`config.mk`:
```
export PLATFORM = sky130hd
export DESIGN_NAME = insn_encoder
export DESIGN_NICKNAME = d
export VERILOG_FILES = /design/src/rtl/insn_encoder_pkg.sv /design/src/rtl/insn_encoder_pack.sv /design/src/rtl/insn_encoder.sv
export SDC_FILE = /design/constraint.sdc
export NUM_CORES = 1
export LEC_CHECK = 0
export ABC_AREA = 1
export CORE_ASPECT_RATIO = 1.75
export CORE_MARGIN = 4
export CORE_UTILIZATION = 38
export DETAILED_ROUTE_END_ITERATION = 6
export PLACE_DENSITY = 0.77
export SYNTH_ARGS = -nofsm -noshare
export SYNTH_HDL_FRONTEND = slang
export SYNTH_HIERARCHICAL = 1
export SYNTH_SLANG_ARGS = --single-unit
```
`constraint.sdc`:
```
create_clock -name clk -period 1.5 [get_ports clk]
set_input_delay 0.15 -clock clk [delete_from_list [all_inputs] [get_ports clk]]
set_output_delay 0.15 -clock clk [all_outputs]
set_load 0.01 [all_outputs]
```
`src/rtl/insn_encoder_pkg.sv`:
```
// rtl/insn_encoder_pkg.sv - RV32I opcode/funct constants and instruction format classification
package insn_encoder_pkg;

    localparam logic [6:0] OP_RTYPE  = 7'h33;
    localparam logic [6:0] OP_ITYPE  = 7'h13;
    localparam logic [6:0] OP_LOAD   = 7'h03;
    localparam logic [6:0] OP_STORE  = 7'h23;
    localparam logic [6:0] OP_BRANCH = 7'h63;
    localparam logic [6:0] OP_JAL    = 7'h6F;
    localparam logic [6:0] OP_JALR   = 7'h67;
    localparam logic [6:0] OP_LUI    = 7'h37;
    localparam logic [6:0] OP_AUIPC  = 7'h17;

    localparam logic [2:0] F3_SLL     = 3'b001;
    localparam logic [2:0] F3_SRL_SRA = 3'b101;

    localparam logic [6:0] F7_BASE = 7'h00;
    localparam logic [6:0] F7_ALT  = 7'h20;

    typedef enum logic [2:0] {
        FMT_R,
        FMT_I,
        FMT_SHI,
        FMT_S,
        FMT_B,
        FMT_U,
        FMT_J,
        FMT_BAD
    } insn_fmt_e;

    function automatic insn_fmt_e fmt_of(input logic [6:0] opcode, input logic [2:0] funct3);
        insn_fmt_e fmt;
        case (opcode)
            OP_RTYPE:          fmt = FMT_R;
            OP_ITYPE:          fmt = (funct3 == F3_SLL || funct3 == F3_SRL_SRA) ? FMT_SHI : FMT_I;
            OP_LOAD, OP_JALR:  fmt = FMT_I;
            OP_STORE:          fmt = FMT_S;
            OP_BRANCH:         fmt = FMT_B;
            OP_JAL:            fmt = FMT_J;
            OP_LUI, OP_AUIPC:  fmt = FMT_U;
            default:           fmt = FMT_BAD;
        endcase
        return fmt;
    endfunction

    // True when v is representable as a signed value whose sign bit is v[msb].
    function automatic logic fits_signed(input logic [31:0] v, input int unsigned msb);
        logic [31:0] hi;
        hi = $signed(v) >>> msb;
        return (hi == '0) || (hi == '1);
    endfunction

endpackage

```
`src/rtl/insn_encoder_pack.sv`:
```
// rtl/insn_encoder_pack.sv - combinational field bundle to RV32I word packer with legality check
module insn_pack
    import insn_encoder_pkg::*;
(
    input  logic [6:0]  opcode,
    input  logic [4:0]  rd,
    input  logic [4:0]  rs1,
    input  logic [4:0]  rs2,
    input  logic [2:0]  funct3,
    input  logic [6:0]  funct7,
    input  logic [31:0] imm,
    output logic [31:0] word,
    output logic        illegal
);

    insn_fmt_e fmt;
    logic      f7_ok;

    always_comb begin
        fmt     = fmt_of(opcode, funct3);
        f7_ok   = (funct7 == F7_BASE) || (funct7 == F7_ALT);
        word    = '0;
        illegal = 1'b0;
        case (fmt)
            FMT_R: begin
                word    = {funct7, rs2, rs1, funct3, rd, opcode};
                illegal = !f7_ok;
            end
            FMT_I: begin
                word    = {imm[11:0], rs1, funct3, rd, opcode};
                illegal = !fits_signed(imm, 11);
            end
            FMT_SHI: begin
                // funct7 travels in the upper bits; 0x20 selects SRAI and has no SLLI meaning
                word    = {funct7, imm[4:0], rs1, funct3, rd, opcode};
                illegal = (imm[31:5] != '0) || !f7_ok
                          || (funct7 == F7_ALT && funct3 == F3_SLL);
            end
            FMT_S: begin
                word    = {imm[11:5], rs2, rs1, funct3, imm[4:0], opcode};
                illegal = !fits_signed(imm, 11);
            end
            FMT_B: begin
                word    = {imm[12], imm[10:5], rs2, rs1, funct3, imm[4:1], imm[11], opcode};
                illegal = !fits_signed(imm, 12) || imm[0];
            end
            FMT_U: begin
                word    = {imm[31:12], rd, opcode};
                illegal = (imm[11:0] != '0);
            end
            FMT_J: begin
                word    = {imm[20], imm[10:1], imm[11], imm[19:12], rd, opcode};
                illegal = !fits_signed(imm, 20) || imm[0];
            end
            default: begin
                word    = '0;
                illegal = 1'b1;
            end
        endcase
    end

endmodule

```
`src/rtl/insn_encoder.sv`:
```
// rtl/insn_encoder.sv - encodes RV32I field bundles and streams legal words into instruction memory
module insn_encoder #(
    parameter int                DWIDTH    = 32,
    parameter int                AWIDTH    = 32,
    parameter logic [AWIDTH-1:0] BASE_ADDR = 32'h0100_0000
) (
    input  logic              clk,
    input  logic              rst,
    input  logic              flush_i,
    input  logic              in_valid_i,
    output logic              in_ready_o,
    input  logic [6:0]        opcode_i,
    input  logic [4:0]        rd_i,
    input  logic [4:0]        rs1_i,
    input  logic [4:0]        rs2_i,
    input  logic [2:0]        funct3_i,
    input  logic [6:0]        funct7_i,
    input  logic [31:0]       imm_i,
    output logic              mem_we_o,
    input  logic              mem_ready_i,
    output logic [AWIDTH-1:0] mem_addr_o,
    output logic [DWIDTH-1:0] mem_data_o,
    output logic              illegal_o,
    output logic [15:0]       written_cnt_o,
    output logic [15:0]       illegal_cnt_o
);

    logic [31:0]       pack_word;
    logic              pack_illegal;
    logic              we_q;
    logic [AWIDTH-1:0] addr_q;
    logic [DWIDTH-1:0] data_q;
    logic              illegal_q;
    logic [15:0]       written_cnt_q;
    logic [15:0]       illegal_cnt_q;
    logic              accept;
    logic              complete;

    insn_pack u_pack (
        .opcode  (opcode_i),
        .rd      (rd_i),
        .rs1     (rs1_i),
        .rs2     (rs2_i),
        .funct3  (funct3_i),
        .funct7  (funct7_i),
        .imm     (imm_i),
        .word    (pack_word),
        .illegal (pack_illegal)
    );

    // Single output register: a draining word frees the slot in the same cycle.
    assign in_ready_o = !flush_i && (!we_q || mem_ready_i);
    assign accept     = in_valid_i && in_ready_o;
    assign complete   = we_q && mem_ready_i;

    always_ff @(posedge clk or negedge rst) begin
        if (!rst) begin
            we_q          <= 1'b0;
            addr_q        <= BASE_ADDR;
            data_q        <= '0;
            illegal_q     <= 1'b0;
            written_cnt_q <= '0;
            illegal_cnt_q <= '0;
        end else begin
            illegal_q <= accept && pack_illegal;
            if (complete && written_cnt_q != 16'hFFFF) begin
                written_cnt_q <= written_cnt_q + 16'd1;
            end
            if (accept && pack_illegal && illegal_cnt_q != 16'hFFFF) begin
                illegal_cnt_q <= illegal_cnt_q + 16'd1;
            end
            if (flush_i) begin
                we_q   <= 1'b0;
                addr_q <= BASE_ADDR;
            end else begin
                if (complete) begin
                    addr_q <= addr_q + AWIDTH'(4);
                end
                if (accept && !pack_illegal) begin
                    we_q   <= 1'b1;
                    data_q <= DWIDTH'(pack_word);
                end else if (complete) begin
                    we_q <= 1'b0;
                end
            end
        end
    end

    assign mem_we_o      = we_q;
    assign mem_addr_o    = addr_q;
    assign mem_data_o    = data_q;
    assign illegal_o     = illegal_q;
    assign written_cnt_o = written_cnt_q;
    assign illegal_cnt_o = illegal_cnt_q;

endmodule
```
==> results.sh, run 1 <==
export IMPL_status="finished, violations left"
export IMPL_violations="negative setup slack"
export IMPL_path_class="in -> reg"
export IMPL_cp_data_arrival_time_ns=1.90
export IMPL_slew_viol_final=0
export IMPL_p_per_area_nw_per_um2=705.5
export IMPL_end_kind="flip-flop"
export IMPL_grt_max_degree=61
export IMPL_drtPass1Iterations=5
export IMPL_cts_root_buffer="clkbuf_16"
export IMPL_yosysMostFrequentCell="nand2_1"
export IMPL_hold_class="in -> reg"
export IMPL_cts_max_level=3
export IMPL_floorplan_initialDensity_pct=38.82
export IMPL_antenna_found_initial=0
export IMPL_synthDistinctLibCells=38
export IMPL_fp_dieH_um=179.5
export IMPL_finClkSkew_ns=0.008100
export IMPL_netlist_area_sq_um=6384
export IMPL_drcViolationCount=0
export IMPL_io_buffers=165
export IMPL_wl_per_cell_um=15.87
export IMPL_num_rows=62
export IMPL_maxCapViolations=0
export IMPL_ys_top_cells_by_count="nand2_1, nor2_1, inv_1, dfrtp_1"
export IMPL_insertion_delay_ns=0.35
export IMPL_cts_sinks=96
export IMPL_routed_wl_um=24910
export IMPL_syn_area_per_cell_sq_um=6.581
export IMPL_hold_ws_ns=0.2449
export IMPL_hold_violations=0
export IMPL_die_w_um=106.0
export IMPL_fmax_mhz=604.0
export IMPL_grt_use_total_pct=24.57
export IMPL_required_ns=1.74
export IMPL_fin_ws_ns=-0.1556
export IMPL_rsz0062_at_grt="yes"
export IMPL_ant_nets=0
export IMPL_post_route_min_period_ns=1.656
export IMPL_fp_dieArea_sq_um=19020
export IMPL_nNetsFinal=1415
export IMPL_diodes=0
export IMPL_finalSetupTns_ns=-4.648
export IMPL_cts_tree="yes"
export IMPL_yosys_warnings=6
export IMPL_peakVddDrop_uv=538.8
export IMPL_drive_above_1_share_pct=36.26
export IMPL_syn2layout_area_growth_pct=76.01
export IMPL_syn_inst=970
export IMPL_netlist_area_leader_share_pct=37.24
export IMPL_grt_pass1_wl_um=37570
export IMPL_numCtsBuffers=9
export IMPL_synth_edf_count=0
export IMPL_yosysTopAreaCell="dfrtp_1"
export IMPL_io_pins=168
export IMPL_leakage_nw=5.830
export IMPL_synthArstFlopShare_pct=100.0
export IMPL_viasPerCell=5.061
export IMPL_clock_path_buffers=2
export IMPL_grt_overflow_total=0
export IMPL_hpwl_um=17460
export IMPL_grt_pass1_vias=7938
export IMPL_worst_setup_path_start_kind="input pin"
export IMPL_clk_pin_slew_ns=0.06
export IMPL_synth_seq_cells=96
export IMPL_vias=7945
export IMPL_critPathMaxFanout=7
export IMPL_finalSetupViolCount=47
export IMPL_place_gp_congestion=0.9963
export IMPL_final_util_pct=68.32
export IMPL_drt_iter0_drc=373
export IMPL_ys_flop_type="dfrtp_1"
export IMPL_core_area_sq_um=16450
export IMPL_synthTopCellsByArea="dfrtp_1, nand2_1, nor2_1, inv_1, nand3_1"
export IMPL_finalCritPeriodShare_pct=110.4
export IMPL_ys_seq_area_share_pct=37.65
flip-flops by register name (all words and copies together) (netlist names):
name           flops
illegal_o          1
illegal_cnt_o     16
mem_data_o        32
mem_we_o           1
written_cnt_o     16
mem_addr_o        30
kinds of logic (layout without fill, tap and decap cells):
group / after synthesis / in the layout / share of synthesized area, %
AND/OR/NAND/NOR: 561 / 561 / 37.46
other: 1 / 2 / 0.05874
XOR/XNOR: 23 / 23 / 3.156
adder cells (fa/ha/maj): 3 / 3 / 0.5881
flip-flops: 96 / 96 / 37.65
AO/OA/AOI/OAI: 134 / 134 / 11.23
buffers and inverters: 152 / 527 / 9.859
where the power goes:
part / total, mW / switching [mW] / leakage (nW) / internal [mW]
clock network: 2.47 / 0.980 / 0.148 / 1.49
registers: 2.99 / 0.186 / 1.30 / 2.81
logic: 2.47 / 1.20 / 4.38 / 1.27
layout by cell type, fill, tap and decap left out, types with 3 or more instances in the layout:
cell,count
a21oi_1,36
nor2_2,26
nand2_2,35
xnor2_1,11
nand2_4,29
buf_12,11
a21boi_0,11
nand3_4,4
clkdlybuf4s50_1,52
buf_2,29
o21ai_1,21
nand2_1,238
dlymetal6s2s_1,23
dfrtp_2,6
clkbuf_16,13
nor3_4,4
nand4_1,16
buf_8,3
nand3_1,52
nand3b_1,4
buf_16,6
dfrtp_1,89
buf_4,188
clkdlybuf4s15_2,3
nor2_1,97
xor2_1,12
nor2_4,21
nor3_2,4
inv_1,101
o21ai_2,26
o22ai_1,9
buf_6,24
o21ai_0,28
nand3_2,16
inv_2,18
dlygate4sd2_1,42
nor3_1,7
inv_4,5
critical path, stage by stage:
cell	delay, ns
buf_2	0.12
nand3b_1	0.20
nor2_1	0.15
nand3_2	0.13
nand2_1	0.11
nor2_1	0.06
nor2_2	0.13
nand3_2	0.11
nand3b_1	0.25
buf_12	0.21
buf_16	0.15
nand2_2	0.06
o21ai_2	0.05
metal layers:
metal  track usage [%]  wire length, um  up-vias
li1                  -                -     3824
met1             24.31             8504     3749
met2             46.96            14070      290
met3             3.446              957       82
met4             15.09             1383        0
met5                 0                0        -
layout make-up:
class	instances	area, sq um
Clock buffer	11	242.7
Clock inverter	3	67.56
Fill cell	1310	5210
Inverter	125	486.7
Multi-Input combinational cell	723	4160
Sequential cell	96	2411
Tap cell	224	280.3
Timing Repair Buffer	388	3587
timing repair:
item,in CTS,in global routing
gates resized for setup,364,195
gates cloned,8,4
setup endpoints to repair,108,101
hold buffers,1,0
endpoints found under the hold margin,95,0
setup buffers,42,13
pin swaps,45,57
path summary, 6_finish.rpt:
| kind | from | end | slack, ns | cells past startpoint |
|---|---|---|---|---|
| max | imm_i[19] | mem_data_o[11] | -0.16 | 13 |
| min | imm_i[10] | mem_data_o[30] | 0.24 | 5 |
| max reg2reg | mem_we_o | mem_data_o[11] | -0.10 | 10 |
| min reg2reg | mem_data_o[7] | mem_data_o[7] | 0.49 | 2 |
| max in group asynchronous | rst | mem_addr_o[16] | 0.74 | 3 |
| min in group asynchronous | rst | mem_addr_o[23] | 0.34 | 3 |
metrics by stage:
| stage | setup slack, ns | power, mW | area (sq um) | instances |
|---|---|---|---|---|
| finish | -0.1556 | 7.927 | 11240 | 1570 |
| detailed placement | -0.9408 | 5.255 | 9478 | 1493 |
| global route | -0.2435 | 8.321 | 11240 | 1570 |
| floorplan | -0.1494 | 3.821 | 6471 | 971 |
| CTS | -0.1446 | 7.744 | 10470 | 1558 |
| global placement | -0.8762 | 5.213 | 9478 | 1493 |
Note: power is estimated with default switching activity, not from simulation.
==> run 2, diff against run 1 <==
==> constraint.sdc (replaced) <==
create_clock -name clk -period 1.5 [get_ports clk]
set_input_delay 0.15 -clock clk [delete_from_list [all_inputs] [get_ports clk]]
set_output_delay 0.15 -clock clk [all_outputs]
set_load 0.02 [all_outputs]
==> results.sh, run 2 (synthesized netlist as in run 1, its figures left out) <==
export IMPL_numCtsBuffers=9
export IMPL_grt_overflow_total=0
export IMPL_floorplan_initialDensity_pct=38.82
export IMPL_clock_path_buffers=2
export IMPL_status="finished, violations left"
export IMPL_worstMarginPinSlew_ns=0.5134
export IMPL_grt_pass1_wl_um=39360
export IMPL_leakage_nw=5.490
export IMPL_antenna_found_initial=0
export IMPL_place_gp_congestion=0.9916
export IMPL_required_ns=1.73
export IMPL_end_kind="flip-flop"
export IMPL_finalSetupTns_ns=-8.835
export IMPL_slew_viol_final=0
export IMPL_core_area_sq_um=16450
export IMPL_die_w_um=106.0
export IMPL_fmax_mhz=571.9
export IMPL_num_rows=62
export IMPL_cts_max_level=3
export IMPL_clk_pin_slew_ns=0.07
export IMPL_peakVddDrop_uv=527.9
export IMPL_cts_sinks=96
export IMPL_drt_iter0_drc=305
export IMPL_cp_data_arrival_time_ns=1.98
export IMPL_insertion_delay_ns=0.35
export IMPL_violations="negative setup slack"
export IMPL_viasPerCell=5.061
export IMPL_drive_above_1_share_pct=33.23
export IMPL_maxCapViolations=0
export IMPL_vias=7759
export IMPL_cts_tree="yes"
export IMPL_finalSetupViolCount=50
export IMPL_hold_class="in -> reg"
export IMPL_worst_setup_path_start_kind="input pin"
export IMPL_final_util_pct=64.98
export IMPL_ant_nets=0
export IMPL_drtPass1Iterations=5
export IMPL_largest_reg_flops=32
export IMPL_layout_common_cells="nand2_1, buf_4, nor2_1"
export IMPL_grt_pass1_vias=7888
export IMPL_finClkSkew_ns=0.01071
export IMPL_slew_headroom_pct=65.77
export IMPL_critPathMaxFanout=8
export IMPL_drcViolationCount=0
export IMPL_grt_use_total_pct=26.21
export IMPL_final_common_cell="nand2_1"
export IMPL_fp_dieH_um=179.5
export IMPL_grt_max_degree=34
export IMPL_io_pins=168
export IMPL_hold_violations=0
export IMPL_fp_dieArea_sq_um=19020
export IMPL_cts_root_buffer="clkbuf_16"
export IMPL_dp_slack_ns=-1.147
export IMPL_rsz0062_at_grt="yes"
export IMPL_wl_per_cell_um=16.59
export IMPL_nNetsFinal=1376
export IMPL_fin_ws_ns=-0.2486
export IMPL_hpwl_um=17920
export IMPL_routed_wl_um=25430
export IMPL_post_route_min_period_ns=1.749
export IMPL_finalCritPeriodShare_pct=116.6
export IMPL_diodes=0
export IMPL_syn2layout_area_growth_pct=67.40
export IMPL_path_class="in -> reg"
export IMPL_hold_ws_ns=0.2197
export IMPL_io_buffers=165
export IMPL_p_per_area_nw_per_um2=751.7
==> run 2: timing repair <==
item,4_1_cts,5_1_grt
setup buffers,25,7
resized for setup,473,77
gates cloned,12,2
pin swaps,54,30
endpoints found under the hold margin,28,0
hold buffers,1,0
endpoints found under the setup margin,142,98
==> run 2: worst max-delay path, cell delays in order <==
cell and delay (ns):
buf_4 0.14, nor2_4 0.09, buf_4 0.11, nand2_1 0.04, nor2_1 0.08, nand2_1 0.13, nor2_1 0.15, nor2_1 0.07
nand2_1 0.06, nand2_1 0.05, nand2_1 0.07, nand3_2 0.08, nand3b_1 0.20, buf_6 0.15, buf_16 0.15, buf_16 0.14
nand2_1 0.07, o21ai_1 0.07
==> run 2: final timing paths <==
check | cells past startpoint | to | slack (ns) | start
worst min-delay path | 5 | mem_data_o[30] | 0.22 | imm_i[10]
min in group asynchronous | 2 | mem_data_o[7] | 0.32 | rst
worst max register to register | 7 | illegal_cnt_o[6] | -0.06 | illegal_cnt_o[13]
worst min register to register | 2 | mem_data_o[13] | 0.49 | mem_data_o[13]
max in group asynchronous | 3 | mem_data_o[18] | 0.63 | rst
worst max-delay path | 18 | mem_data_o[10] | -0.25 | imm_i[24]
==> run 2: power by group <==
part | internal [mW] | leakage, nW | switching [mW]
Combinational | 1.14 | 4.04 | 1.35
Sequential | 2.82 | 1.30 | 0.194
Clock | 1.47 | 0.153 | 1.06
==> run 2: cell type report <==
| type | instances | area [sq um] |
|---|---|---|
| fill | 1432 | 5759 |
| multi-input combinational | 728 | 4106 |
| timing repair buffer | 343 | 3064 |
| sequential | 96 | 2416 |
| inverter | 125 | 489.2 |
| tap | 224 | 280.3 |
| clock buffer | 10 | 229.0 |
| clock inverter | 6 | 90.09 |
| timing repair inverter | 1 | 11.26 |
==> run 2: per-stage QoR <==
step	area (sq um)	instances	power, mW
after floorplan	6502	971	4.024
after global placement	9349	1472	5.348
after detailed placement	9349	1472	5.388
after CTS	10410	1526	8.017
after global routing	10690	1533	8.383
final	10690	1533	8.033
==> run 2: routing by layer <==
metal	global-route usage [%]	wire (um)	up-vias
met4	16.18	1658	0
met2	50.79	14070	307
met5	0	0	-
li1	-	-	3761
met3	3.625	1205	109
met1	25.30	8497	3582
==> run 3, diff against run 2 <==
Settings changed: RECOVER_POWER from default to 50.
==> results.sh, run 3 (synthesized netlist as in run 1, its figures left out) <==
export IMPL_routed_wl_um=25470
export IMPL_finalSetupViolCount=50
export IMPL_drt_iter0_drc=308
export IMPL_slew_viol_final=0
export IMPL_leakage_nw=5.233
export IMPL_grt_use_total_pct=26.21
export IMPL_cp_data_arrival_time_ns=2.01
export IMPL_crit_top_cell="nand2_1"
export IMPL_cts_root_buffer="clkbuf_16"
export IMPL_path_delay_family="simple AND/OR/NAND/NOR gates"
export IMPL_drtPass1Iterations=5
export IMPL_maxCapViolations=0
export IMPL_rsz0062_at_grt="yes"
export IMPL_grt_max_degree=34
export IMPL_fp_dieH_um=179.5
export IMPL_floorplan_initialDensity_pct=38.82
export IMPL_cts_max_level=3
export IMPL_diodes=0
export IMPL_grt_pass1_vias=7888
export IMPL_hold_violations=0
export IMPL_dp_cells=1472
export IMPL_drcViolationCount=0
export IMPL_io_pins=168
export IMPL_cpMaxStageDelayCell="nand3b_1"
export IMPL_hold_class="in -> reg"
export IMPL_path_class="in -> reg"
export IMPL_status="finished, violations left"
export IMPL_worstMarginPinSlew_ns=0.8761
export IMPL_worst_setup_path_start_kind="input pin"
export IMPL_path_buf_inv=5
export IMPL_post_route_min_period_ns=1.781
export IMPL_numCtsBuffers=9
export IMPL_drive_above_1_share_pct=33.16
export IMPL_place_gp_congestion=0.9916
export IMPL_largest_reg_flops=32
export IMPL_nNetsFinal=1376
export IMPL_dp_slack_ns=-1.147
export IMPL_violations="negative setup slack"
export IMPL_hold_ws_ns=0.2186
export IMPL_grt_overflow_total=0
export IMPL_critPathMaxFanout=8
export IMPL_peakVddDrop_uv=526.7
export IMPL_hpwl_um=17920
export IMPL_final_common_cell="nand2_1"
export IMPL_syn2layout_area_growth_pct=65.05
export IMPL_cp_slowest_stage_delay_ns=0.20
export IMPL_wl_per_cell_um=16.61
export IMPL_antenna_found_initial=0
export IMPL_clock_path_buffers=2
export IMPL_fmax_mhz=561.6
export IMPL_required_ns=1.73
export IMPL_cts_sinks=96
export IMPL_cts_tree="yes"
export IMPL_crit_chain="buf_4 -> nor2_4 -> buf_4 -> nand2_1 -> nor2_1 -> nand2_1 -> nor2_1 -> nor2_1 -> nand2_1 -> nand2_1 -> nand2_1 -> nand3_2 -> nand3b_1 -> buf_6 -> buf_16 -> buf_16 -> nand2_1 -> o21ai_1"
export IMPL_stdcell_count=1533
export IMPL_io_buffers=165
export IMPL_end_kind="flip-flop"
export IMPL_p_per_area_nw_per_um2=758.6
export IMPL_slew_headroom_pct=41.59
export IMPL_finalSetupTns_ns=-10.34
export IMPL_viasPerCell=5.092
export IMPL_clk_pin_slew_ns=0.07
export IMPL_grt_pass1_wl_um=39360
export IMPL_core_area_sq_um=16450
export IMPL_vias=7806
export IMPL_ant_nets=0
export IMPL_finClkSkew_ns=0.01086
export IMPL_fp_dieArea_sq_um=19020
export IMPL_num_rows=62
export IMPL_fin_ws_ns=-0.2805
export IMPL_layout_common_cells="nand2_1, buf_4, nor2_1"
export IMPL_die_w_um=106.0
export IMPL_n_fill_cell=1451
export IMPL_insertion_delay_ns=0.35
export IMPL_finalCritPeriodShare_pct=118.7
run 3: cell count changes in the layout (fill, tap and decap cells not counted), sizes merged:
cell	before	now
dlymetal6s2s	12	0
clkbuf	11	27
buf	221	217
run 3: through the flow:
step | total power [mW] | cell area, sq um | util [%]
after floorplan | 4.024 | 6502 | -
after global placement | 5.348 | 9349 | 56.85
after detailed placement | 5.388 | 9349 | 56.85
after CTS | 8.017 | 10410 | 63.28
after global routing | 8.343 | 10540 | 64.07
final | 7.993 | 10540 | 64.07
run 3: tightest hold or removal path, delay by kind of cell:
| kind | cells | cell delay (ns) |
|---|---|---|
| and+or+nand+nor | 2 | 0.14 |
| buffers and inverters | 2 | 0.11 |
| AOI/OAI and AO/OA | 1 | 0.11 |
run 3: final timing paths:
kind                       depth (start not counted)  slack (ns)               from               end
min in group asynchronous                          2        0.46                rst     mem_data_o[7]
max in group asynchronous                          3        0.17                rst  illegal_cnt_o[0]
setup reg to reg                                   7       -0.06  illegal_cnt_o[13]  illegal_cnt_o[6]
hold reg to reg                                    2        0.49     mem_data_o[13]    mem_data_o[13]
setup / recovery                                  18       -0.28          imm_i[24]    mem_data_o[10]
hold / removal                                     5        0.22          imm_i[10]    mem_data_o[30]
run 3: final cells by class:
class | count | area [sq um] | share of cell area (%)
multi-input combinational | 728 | 4104 | 38.95
timing repair buffer | 343 | 2917 | 27.68
sequential | 96 | 2416 | 22.93
inverter | 125 | 489.2 | 4.643
tap | 224 | 280.3 | 2.660
clock buffer | 10 | 229.0 | 2.173
clock inverter | 6 | 90.09 | 0.8550
timing repair inverter | 1 | 11.26 | 0.1069
run 3: what timing repair did:
item,in CTS,in global routing
pin swaps,54,30
resized for setup,473,77
cloned,12,2
setup endpoints to repair,142,98
hold endpoints to repair,28,0
hold buffers,1,0
setup buffers,25,7
run 3: power by group:
group          switching [mW]  leakage (nW)  internal (mW)
logic                    1.35          3.78           1.10
registers               0.196          1.30           2.82
clock network            1.06         0.153           1.47
run 3: layer usage:
layer | track usage (%) | wire length [um]
met2 | 50.79 | 14100
met4 | 16.18 | 1636
met1 | 25.30 | 8405
met5 | 0 | 0
met3 | 3.625 | 1320
